`src/rtl/hpu_bundle_pkg.sv`:
```
// Shared types and constants for the bipolar bundler: FSM states, lane
// contribution literals, saturation bound and the tie-break LFSR.
package hpu_bundle_pkg;

    typedef enum logic [1:0] {
        IDLE,
        ACC,
        DONE
    } state_t;

    localparam logic signed [1:0] POS_ONE = 2'sb01;
    localparam logic signed [1:0] NEG_ONE = 2'sb11;
    localparam logic signed [1:0] ZERO    = 2'sb00;

    localparam logic [15:0] LFSR_POLY = 16'hB400;
    localparam logic [15:0] LFSR_SEED = 16'hACE1;

    // Symmetric clamp keeps +max and -max equidistant from zero.
    function automatic int acc_max(input int cnt_w);
        return (1 << (cnt_w - 1)) - 1;
    endfunction

    function automatic logic [15:0] lfsr_step(input logic [15:0] s);
        return s[0] ? ((s >> 1) ^ LFSR_POLY) : (s >> 1);
    endfunction

endpackage

```
`src/rtl/bipolar_bundler_if.sv`:
```
// Beat input and bundled-result output bus of the bipolar bundler.
interface bipolar_bundler_if #(
    parameter int LANES  = 32,
    parameter int BEAT_W = 16
);
    logic              start;
    logic              in_valid;
    logic              in_ready;
    logic              in_store;
    logic [LANES-1:0]  in_bits;
    logic              in_last;
    logic              out_valid;
    logic              out_ready;
    logic [LANES-1:0]  out_bits;
    logic [BEAT_W-1:0] out_beats;
    logic              out_sat;

    modport master (
        output start, in_valid, in_store, in_bits, in_last, out_ready,
        input  in_ready, out_valid, out_bits, out_beats, out_sat
    );

    modport slave (
        input  start, in_valid, in_store, in_bits, in_last, out_ready,
        output in_ready, out_valid, out_bits, out_beats, out_sat
    );
endinterface

```
`src/rtl/bundle_lane.sv`:
```
// One saturating signed accumulator lane; sign/zero/sat describe the value
// being loaded this cycle so the top can capture the final beat's result.
module bundle_lane
    import hpu_bundle_pkg::*;
#(
    parameter int CNT_W = 8
) (
    input  logic clk,
    input  logic rst,
    input  logic clr,
    input  logic en,
    input  logic store,
    input  logic hv_bit,
    output logic sign,
    output logic zero,
    output logic sat
);
    localparam logic signed [CNT_W:0] MAX = (CNT_W + 1)'(acc_max(CNT_W));
    localparam logic signed [CNT_W:0] MIN = -MAX;

    logic signed [CNT_W-1:0] acc_q;
    logic signed [CNT_W-1:0] acc_d;
    logic signed [1:0]       contrib;
    logic signed [CNT_W:0]   contrib_ext;
    logic signed [CNT_W:0]   acc_ext;
    logic signed [CNT_W:0]   sum;
    logic                    sat_q;
    logic                    clamp;

    // One guard bit lets the clamp see an overflow before it wraps.
    always_comb begin
        contrib     = !store ? ZERO : (hv_bit ? NEG_ONE : POS_ONE);
        contrib_ext = {{(CNT_W - 1){contrib[1]}}, contrib};
        acc_ext     = {acc_q[CNT_W-1], acc_q};
        sum         = acc_ext + contrib_ext;
        clamp       = 1'b0;
        acc_d       = acc_q;
        if (clr) begin
            acc_d = '0;
        end else if (en) begin
            if (sum > MAX) begin
                acc_d = MAX[CNT_W-1:0];
                clamp = 1'b1;
            end else if (sum < MIN) begin
                acc_d = MIN[CNT_W-1:0];
                clamp = 1'b1;
            end else begin
                acc_d = sum[CNT_W-1:0];
            end
        end
    end

    assign sign = acc_d[CNT_W-1];
    assign zero = (acc_d == '0);
    assign sat  = !clr && (sat_q || clamp);

    always_ff @(posedge clk or posedge rst) begin
        if (rst) begin
            acc_q <= '0;
            sat_q <= 1'b0;
        end else begin
            acc_q <= acc_d;
            sat_q <= sat;
        end
    end
endmodule

```
`src/rtl/bipolar_bundler.sv`:
```
// Multi-lane HDC bundler: accumulates bipolar beats per lane and emits the sign
// hypervector. Define BUNDLE_TIEBREAK_EN to break zero-sum ties with an LFSR.
module bipolar_bundler
    import hpu_bundle_pkg::*;
#(
    parameter int LANES  = 32,
    parameter int CNT_W  = 8,
    parameter int BEAT_W = 16
) (
    input logic              clk,
    input logic              rst,
    bipolar_bundler_if.slave bus
);
    state_t            state;
    logic              in_ready_q;
    logic              out_valid_q;
    logic              out_sat_q;
    logic [LANES-1:0]  out_bits_q;
    logic [LANES-1:0]  result_bits;
    logic [LANES-1:0]  tie_bits;
    logic [LANES-1:0]  lane_sign;
    logic [LANES-1:0]  lane_zero;
    logic [LANES-1:0]  lane_sat;
    logic [BEAT_W-1:0] beat_cnt;
    logic [BEAT_W-1:0] beat_cnt_next;
    logic [BEAT_W-1:0] out_beats_q;
    logic              clr;
    logic              beat;

    assign clr           = (state == IDLE) && bus.start;
    assign beat          = (state == ACC) && bus.in_valid;
    assign beat_cnt_next = (&beat_cnt) ? beat_cnt : beat_cnt + 1'b1;

    for (genvar i = 0; i < LANES; i++) begin : g_lane
        bundle_lane #(.CNT_W(CNT_W)) u_lane (
            .clk    (clk),
            .rst    (rst),
            .clr    (clr),
            .en     (beat),
            .store  (bus.in_store),
            .hv_bit (bus.in_bits[i]),
            .sign   (lane_sign[i]),
            .zero   (lane_zero[i]),
            .sat    (lane_sat[i])
        );
    end

`ifdef BUNDLE_TIEBREAK_EN
    logic [15:0] lfsr_q;
    logic [15:0] lfsr_next;

    assign lfsr_next = lfsr_step(lfsr_q);

    // Ties use the value the LFSR moves to on the DONE-entry edge.
    always_ff @(posedge clk or posedge rst) begin
        if (rst) begin
            lfsr_q <= LFSR_SEED;
        end else if (beat && bus.in_last) begin
            lfsr_q <= lfsr_next;
        end
    end

    for (genvar i = 0; i < LANES; i++) begin : g_tie
        assign tie_bits[i] = lfsr_next[i % 16];
    end
`else
    assign tie_bits = '0;
`endif

    assign result_bits = (lane_zero & tie_bits) | (~lane_zero & lane_sign);

    always_ff @(posedge clk or posedge rst) begin
        if (rst) begin
            state       <= IDLE;
            in_ready_q  <= 1'b0;
            out_valid_q <= 1'b0;
            out_bits_q  <= '0;
            out_beats_q <= '0;
            out_sat_q   <= 1'b0;
            beat_cnt    <= '0;
        end else begin
            case (state)
                IDLE: begin
                    if (bus.start) begin
                        state      <= ACC;
                        in_ready_q <= 1'b1;
                        beat_cnt   <= '0;
                        out_sat_q  <= 1'b0;
                    end
                end
                ACC: begin
                    if (beat) begin
                        beat_cnt <= beat_cnt_next;
                        if (bus.in_last) begin
                            state       <= DONE;
                            in_ready_q  <= 1'b0;
                            out_valid_q <= 1'b1;
                            out_bits_q  <= result_bits;
                            out_beats_q <= beat_cnt_next;
                            out_sat_q   <= |lane_sat;
                        end
                    end
                end
                DONE: begin
                    if (bus.out_ready) begin
                        state       <= IDLE;
                        out_valid_q <= 1'b0;
                    end
                end
                default: state <= IDLE;
            endcase
        end
    end

    assign bus.in_ready  = in_ready_q;
    assign bus.out_valid = out_valid_q;
    assign bus.out_bits  = out_bits_q;
    assign bus.out_beats = out_beats_q;
    assign bus.out_sat   = out_sat_q;
endmodule

```
`src/flat_wrapper.sv`:
```
// flat-port wrapper written by rule: the top's interface ports become plain ports
module bipolar_bundler_flat import hpu_bundle_pkg::*;
#(
    parameter int LANES  = 32,
    parameter int CNT_W  = 8,
    parameter int BEAT_W = 16
)
  (clk, rst, bus_start, bus_in_valid, bus_in_store, bus_in_bits, bus_in_last, bus_out_ready, bus_in_ready, bus_out_valid, bus_out_bits, bus_out_beats, bus_out_sat);
  bipolar_bundler_if #(.LANES(LANES), .BEAT_W(BEAT_W)) bus_i ();
  input logic clk;
  input logic rst;
  input wire logic [$bits(bus_i.start)-1:0] bus_start;
  input wire logic [$bits(bus_i.in_valid)-1:0] bus_in_valid;
  input wire logic [$bits(bus_i.in_store)-1:0] bus_in_store;
  input wire logic [$bits(bus_i.in_bits)-1:0] bus_in_bits;
  input wire logic [$bits(bus_i.in_last)-1:0] bus_in_last;
  input wire logic [$bits(bus_i.out_ready)-1:0] bus_out_ready;
  output wire logic [$bits(bus_i.in_ready)-1:0] bus_in_ready;
  output wire logic [$bits(bus_i.out_valid)-1:0] bus_out_valid;
  output wire logic [$bits(bus_i.out_bits)-1:0] bus_out_bits;
  output wire logic [$bits(bus_i.out_beats)-1:0] bus_out_beats;
  output wire logic [$bits(bus_i.out_sat)-1:0] bus_out_sat;
  assign bus_i.start = bus_start;
  assign bus_i.in_valid = bus_in_valid;
  assign bus_i.in_store = bus_in_store;
  assign bus_i.in_bits = bus_in_bits;
  assign bus_i.in_last = bus_in_last;
  assign bus_i.out_ready = bus_out_ready;
  assign bus_in_ready = bus_i.in_ready;
  assign bus_out_valid = bus_i.out_valid;
  assign bus_out_bits = bus_i.out_bits;
  assign bus_out_beats = bus_i.out_beats;
  assign bus_out_sat = bus_i.out_sat;
  bipolar_bundler #(.LANES(LANES), .CNT_W(CNT_W), .BEAT_W(BEAT_W)) u_core (.clk(clk), .rst(rst), .bus(bus_i));
endmodule
```
`config.mk`:
```
export PLATFORM = sky130hd
export DESIGN_NAME = bipolar_bundler_flat
export DESIGN_NICKNAME = d
export VERILOG_FILES = /design/src/rtl/hpu_bundle_pkg.sv /design/src/rtl/bipolar_bundler_if.sv /design/src/rtl/bundle_lane.sv /design/src/rtl/bipolar_bundler.sv /design/src/flat_wrapper.sv
export SDC_FILE = /design/constraint.sdc
export NUM_CORES = 2
export LEC_CHECK = 0
export ABC_AREA = 1
export ABC_CLOCK_PERIOD_IN_PS = 34700
export CAP_MARGIN = 10
export CORE_MARGIN = 3
export CORE_UTILIZATION = 55
export DETAILED_ROUTE_END_ITERATION = 16
export DONT_BUFFER_PORTS = 1
export PLACE_DENSITY_LB_ADDON = 0.2
export SLEW_MARGIN = 20
export SYNTH_ARGS = -nofsm -noshare
export SYNTH_HDL_FRONTEND = slang
export SYNTH_SLANG_ARGS = --single-unit
```
`constraint.sdc`:
```
create_clock -name clk -period 34.7 [get_ports clk]
set_input_delay 3.47 -clock clk [delete_from_list [all_inputs] [get_ports clk]]
set_output_delay 3.47 -clock clk [all_outputs]
set_load 0.01 [all_outputs]
```
Yosys cells after proc, flatten, opt, wreduce, memory -nomap -nowiden. Cells that the tools add are included.

Register bits: 357. Output and inout bits: 51. Word-level logic and storage cells: 626.

Order comparisons: 64. Add/subtract/negate cells: 33. Reduce and logical (&&, ||, !) cells: 109. Mux-type cells: 341. Bitwise logic cells: 2. Equal/unequal tests: 6.

Operators with widths (number): 2-to-1 mux 8 bit (128); adder 8 x 2 -> 9 bit (32); greater-than comparator 9 x 8 -> 1 bit (second input constant) (32); less-than comparator 9 x 8 -> 1 bit (second input constant) (32); zero test 8 bit (32); 2-to-1 mux 1 bit (137); 2-to-1 mux 2 bit (68); 2-to-1 mux 16 bit (3); logical AND 1 bit (34); AND 32 bit (1); logical OR 1 bit (32); inverter 32 bit (1); case mux 16 bit (2 select lines) (1); OR reduction 32 bit (1); adder 16 x 1 -> 16 bit (second input constant) (1); AND reduction 16 bit (1); AND reduction 4 bit (3); inequality test 2 bit (second input constant) (3); case mux 1 bit (2 select lines) (3); case mux 2 bit (3 select lines) (1); AND reduction 3 bit (2); nonzero test 2 bit (2); equality test 2 x 1 -> 1 bit (second input constant) (1); equality test 2 bit (second input constant) (1); 3 further kinds (3).

Longest topological paths before layout.
Depth in word-level cells: 14. Depth in mapped cells: 30. Mapped depth without buffers: 28.

Cells and area by module. A second synthesis with hierarchy kept.

Cell total of the unflattened synthesis: 5771. Area, all modules: 37138.1 um^2.

Modules (own cells, without submodules): bundle_lane (u_core.g_lane[0].u_lane ...) (times used 30, area each 1058.5 um^2, cells each 167); bipolar_bundler (times used 1, area each 3408.3 um^2, cells each 425); bundle_lane (u_core.g_lane[8].u_lane ...) (times used 2, area each 987.2 um^2, cells each 168).

Worst setup path before layout. Ideal clock, no wire load.

Kind: input -> register. Start point: in bus_in_store. End point: reg u_core.out_sat_q (netlist: u_core.bus.out_sat). Setup slack: 28.929 ns. Data arrival time: 5.654 ns. Cell stages on the path: 29. Buffers on the path: 3. Path through: buf_6 -> buf_12 -> buf_6 -> nand3_1 -> nand2_1 -> inv_1 -> ha_1 -> inv_1 -> nand2_1 -> nand3_2 -> nand2_1 -> nand2_1 -> nand2_1 -> nand2_1 -> nand2_1 -> nand3_1 -> nand2_1 -> nand2_2 -> nand2_1 -> nand2_1 -> nand2_1 -> nand2_1 -> nand2_1 -> nor2_1 -> nand2_1 -> nor2_1 -> nand2_1 -> nand2_1 -> nand2_1.

Word-level cells in the longest chain between the ends: 13. Elaborated cells on any way between the ends: 324.

Ends and longest elaborated chain: start, declared (RTL line flat_wrapper.sv:14) `input wire logic [$bits(bus_i.in_store)-1:0] bus_in_store;`; 2-to-1 mux 2 bit (RTL line bundle_lane.sv:32) `contrib = !store ? ZERO : (hv_bit ? NEG_ONE : POS_ONE);`; adder 8 x 2 -> 9 bit (RTL line bundle_lane.sv:35) `sum = acc_ext + contrib_ext;`; less-than comparator 9 x 8 -> 1 bit (RTL line bundle_lane.sv:44) `end else if (sum < MIN) begin`; 2-to-1 mux 1 bit (RTL line bundle_lane.sv:44); 2-to-1 mux 1 bit (RTL line bundle_lane.sv:41) `if (sum > MAX) begin`; 2-to-1 mux 1 bit (RTL line bundle_lane.sv:40) `end else if (en) begin`; 2-to-1 mux 1 bit (RTL line bundle_lane.sv:38) `if (clr) begin`; logical OR 1 bit (RTL line bundle_lane.sv:55) `assign sat = !clr && (sat_q || clamp);`; logical AND 1 bit (RTL line bundle_lane.sv:55); OR reduction 32 bit (*) (RTL line bipolar_bundler.sv:100) `out_sat_q <= |lane_sat;`; 2-to-1 mux 1 bit (*) (RTL line bipolar_bundler.sv:94) `if (bus.in_last) begin`; 2-to-1 mux 1 bit (*) (RTL line bipolar_bundler.sv:92) `if (beat) begin`; case mux 1 bit (2 select lines) (*) (RTL line bipolar_bundler.sv:82) `case (state)`; end signal, assigned (RTL line bipolar_bundler.sv:100); end, declared (RTL line bipolar_bundler.sv:17) `logic out_sat_q;`.

Every way passes the cells marked *; elsewhere a longest branch is shown, timed or not. The select of a mux whose other input is x is not followed. A chain may end at the register's enable or synchronous reset.

Worst setup path in the final report. Ends and elaborated chain as after synthesis.

==> impl_summary.txt <==
----------------------------------------------------
[STA]
  Share of the cycle needed by the critical path after routing ... 16.4%
  Max_slew headroom ... 24.3%
  Fmax ... 175 MHz
  Max Slew Vio Count ... 0
  Setup TNS ... 0 ps
  Worst hold slack ... 535 ps
  Final period demand of the worst path ... 5710 ps
  Final Setup Violations ... 0
  Post-Route Skew ... 11.7 ps
  Tightest Pin Transition ... 1140 ps
  Unrepaired setup endpoints after global routing ... no
  Final Hold Viols ... 0

[Clock network]
  Number of buffers added by the clock tree synthesis step ... 43
  Resize count post-CTS ... 0
  Buffers from clock root to sink, at most ... 3
  Number of hold-repair buffers added at the cts stage ... 0
  Clock tree from TritonCTS ... built
  Depth of the CTS H-tree ... 2
  Clock sinks ... 357
  Clock-pin slew reported for the worst setup and hold paths after clock tree synthesis ... 60 ps
  Clock insertion delay at the later pin of the skew report ... 570 ps
  Number of buffers added for setup after CTS ... 0
  Cell at the root of the clock tree ... sky130_fd_sc_hd__clkbuf_16

[Pwr]
  Combinational power share ... 53.0%
  Portion of total power attributed to the clock network ... 18.1%
  Cell Int Power ... 1.32 mW
  VDD IR-drop max ... 58.4 µV
  Sequential cell fraction of total power ... 28.9%
  Switching pwr ... 1.21 mW
  Leakage power of the design ... 16.5 nW
  Power density of the placed cells ... 83.8 mW/mm²
  Switching part of the total ... 47.8%

[Min path]
  Worst Hold Class ... flip-flop to flip-flop

[Worst setup path]
  Crit path max fanout ... 139
  Worst path slowest cell ... sky130_fd_sc_hd__nand2_1
  Endpoint class of the critical path ... flip-flop
  Worst setup slack for register-to-register paths ... 31720 ps
  Largest stage delay, worst path ... 420 ps
  Required arrival time at the worst endpoint ... 35160 ps
  Launching element type of the critical path ... input pin
  Delay-heaviest family, CP ... simple AND/OR/NAND/NOR gates
  Most common cell type on the critical path ... sky130_fd_sc_hd__nand2_1
  Data arrival, critical path ... 6170 ps
  Worst path bufs/invs ... 2
  Setup CP Type ... input pin to flip-flop

[Finish]
  Finished Core Util ... 59.6%
  Antenna diode count ... 0
  Layout cell share with drive strength beyond 1 ... 6.09%
  Finished Layout Cells ... 5022
  Nets@finish ... 4423
  Relative area change from synthesis to final layout ... 5.85%

[Die]
  Die span in y ... 234 µm
  Starting Density ... 56.3%
  Count of pins on the block boundary ... 90
  Die outline area ... 0.0546 mm²
  Area inside the core boundary ... 0.0507 mm²
  Count of standard-cell rows ... 82
  Horizontal die dimension ... 234 µm

[Placed design]
  Post-placement cell count ... 4945
  PortBufs ... 0
  DPL Wire Length ... 47400 µm
  GP Congestion ... 0.920

[Synthesis]
  Unique cell type count in the Yosys netlist ... 41
  Number of register bits inferred by synthesis ... 357
  Post-Syn Area per Cell ... 6.51 µm²
  Post-synthesis cell area ... 0.0285 mm²
  Yosys Warn Count ... 0
  Cell count after synthesis ... 4380
  Proportion of synthesized chip area in sequential cells ... 31.3%
  Net count after synthesis ... 4485

[Global routing]
  First-pass GRT wire length ... 119000 µm
  Tot GR Track Use ... 25.6%
  Pin count of the biggest net entering global routing ... 176
  Number of antenna violations at the first check in global routing ... 0
  Via count of the first global-routing pass ... 25500
  Final global-route overflow total ... 0

[Detailed routing]
  Average wire per standard cell ... 14.1 µm
  First-pass iteration count of the detailed router ... 6
  Routed Antenna Nets ... 0
  First DRT Iteration DRCs ... 2166
  Total via count in the routed design ... 27700
  Number of remaining DRC errors ... 0
  Average via count per standard cell ... 5.51
  WL final ... 71000 µm

[Job]
  Maxcap violations ... 0

[Status]
  Status ... completed

----------------------------------------------------
-- registers in the layout, summed over array words and instances (netlist names) --
signal                      cells
u_core.bus.in_ready             1
u_core.bus.out_sat              1
u_core.bus.out_valid            1
u_core.g_lane.u_lane.acc_q    256
u_core.bus.out_bits            32
u_core.g_lane.u_lane.sat_q     32
u_core.beat_cnt                16
u_core.state                    2
u_core.bus.out_beats           16
-- power by group through the flow --
stage                     sequential (mW)  combinational [mW]  clock, mW
after global routing                0.753                1.53      0.486
final                               0.730                1.34      0.459
after global placement              0.730                1.31          0
after detailed placement            0.733                1.32          0
after floorplan                     0.699                1.08          0
after CTS                           0.728                1.33      0.470
-- worst register-to-register path: stages, from the launching register on --
cell and delay [ps]:
sky130_fd_sc_hd__dfrtp_1 390, sky130_fd_sc_hd__nor2_1 230, sky130_fd_sc_hd__nand2_4 180, sky130_fd_sc_hd__inv_4 490, sky130_fd_sc_hd__buf_4 690, sky130_fd_sc_hd__nand2_1 280, sky130_fd_sc_hd__nand2_1 120, sky130_fd_sc_hd__nand2_1 70
sky130_fd_sc_hd__nand2_1 100, sky130_fd_sc_hd__nor2_1 60, sky130_fd_sc_hd__nand2_1 70, sky130_fd_sc_hd__nor2_1 80, sky130_fd_sc_hd__nand2_1 70, sky130_fd_sc_hd__nand2_1 50, sky130_fd_sc_hd__nand2_1 80
-- synthesized netlist by cell type (all sizes together) --
| cell type | count | area (µm²) |
|---|---|---|
| a211oi | 177 | 1330 |
| a21oi | 114 | 571 |
| a221oi | 12 | 105 |
| a31oi | 119 | 744 |
| a41oi | 50 | 438 |
| buf | 41 | 438 |
| clkbuf | 78 | 293 |
| clkinv | 5 | 18.8 |
| dfrtp | 357 | 8930 |
| ha | 66 | 826 |
| inv | 690 | 2590 |
| nand2 | 1581 | 6210 |
| nand3 | 399 | 2050 |
| nand3b | 9 | 67.6 |
| nand4 | 30 | 188 |
| nor2 | 233 | 882 |
| nor3 | 6 | 30.0 |
| nor4 | 1 | 6.26 |
| o211ai | 7 | 52.6 |
| o21ai | 193 | 1000 |
| o21bai | 9 | 75.1 |
| o221ai | 2 | 17.5 |
| o22ai | 32 | 200 |
| o41ai | 1 | 8.76 |
| or2 | 30 | 188 |
| xnor2 | 30 | 263 |
| xor2 | 108 | 991 |
-- kinds of logic after synthesis --
family | synth area share (%)
AND/OR/NAND/NOR | 33.7
buffers and inverters | 11.7
AO/OA/AOI/OAI | 15.9
flip-flops | 31.3
XOR/XNOR | 4.40
adder cells (fa/ha/maj) | 2.90
-- placed cells by master, fill, tap and decap left out, types with 7 or more instances in the layout --
cell type and count:
sky130_fd_sc_hd__o22ai_1 32, sky130_fd_sc_hd__inv_1 651, sky130_fd_sc_hd__xor2_1 102, sky130_fd_sc_hd__or2_2 30, sky130_fd_sc_hd__a21oi_1 114, sky130_fd_sc_hd__nand3b_1 9, sky130_fd_sc_hd__dfrtp_1 357, sky130_fd_sc_hd__ha_1 66
sky130_fd_sc_hd__a221oi_1 12, sky130_fd_sc_hd__clkinv_2 9, sky130_fd_sc_hd__xnor2_1 30, sky130_fd_sc_hd__o211ai_1 7, sky130_fd_sc_hd__inv_2 36, sky130_fd_sc_hd__o21ai_0 172, sky130_fd_sc_hd__a41oi_1 50, sky130_fd_sc_hd__nand2_4 15
sky130_fd_sc_hd__o21ai_2 9, sky130_fd_sc_hd__a211oi_1 177, sky130_fd_sc_hd__a31oi_1 119, sky130_fd_sc_hd__nand4_1 30, sky130_fd_sc_hd__buf_4 11, sky130_fd_sc_hd__nand2_2 70, sky130_fd_sc_hd__clkbuf_8 7, sky130_fd_sc_hd__nand2_1 1496
sky130_fd_sc_hd__nand3_1 389, sky130_fd_sc_hd__nor2_1 229, sky130_fd_sc_hd__nand3_2 10, sky130_fd_sc_hd__o21ai_1 12, sky130_fd_sc_hd__clkbuf_1 10, sky130_fd_sc_hd__o21bai_1 7, sky130_fd_sc_hd__clkbuf_16 45
-- routing by layer --
layer / wire [µm] / vias up / global-route usage [%]
met3: 3920 / 128 / 3.60
li1: - / 14100 / -
met2: 32200 / 726 / 42.2
met4: 1680 / 0 / 7.38
met1: 33300 / 12700 / 35.3
met5: 0 / - / 0
-- worst paths after layout --
kind | from | endpoint | cells past startpoint
min in group asynchronous | rst | u_core.state[0]$_DFFE_PP0P_ | 1
max in group asynchronous | rst | u_core.g_lane[5].u_lane.acc_q[4]$_DFF_PP0_ | 3
max | bus_in_store | u_core.bus.out_sat$_DFFE_PP0P_ | 25
min | u_core.g_lane[14].u_lane.sat_q$_DFF_PP0_ | u_core.g_lane[14].u_lane.sat_q$_DFF_PP0_ | 4
min reg2reg | u_core.g_lane[14].u_lane.sat_q$_DFF_PP0_ | u_core.g_lane[14].u_lane.sat_q$_DFF_PP0_ | 4
max reg2reg | u_core.state[1]$_DFFE_PP0P_ | u_core.bus.out_sat$_DFFE_PP0P_ | 14
-- stage by stage --
stage | power [mW] | setup WS (ps) | instance area (µm²)
2_1_floorplan | 1.78 | 21320 | 28500
3_3_place_gp | 2.04 | 28580 | 28800
3_5_place_dp | 2.05 | 28520 | 28800
4_1_cts | 2.53 | 29110 | 30200
5_1_grt | 2.77 | 28660 | 30200
6_report | 2.53 | 28990 | 30200
-- area by class of cell --
| class | instances | area, µm² |
|---|---|---|
| Tap cell | 672 | 841 |
| Inverter | 695 | 2630 |
| Clock buffer | 62 | 1260 |
| Timing Repair Buffer | 12 | 103 |
| Fill cell | 4782 | 20500 |
| Multi-Input combinational cell | 3209 | 16300 |
| Clock inverter | 15 | 159 |
| Sequential cell | 357 | 8930 |
Power figures use the tool's default switching activity.
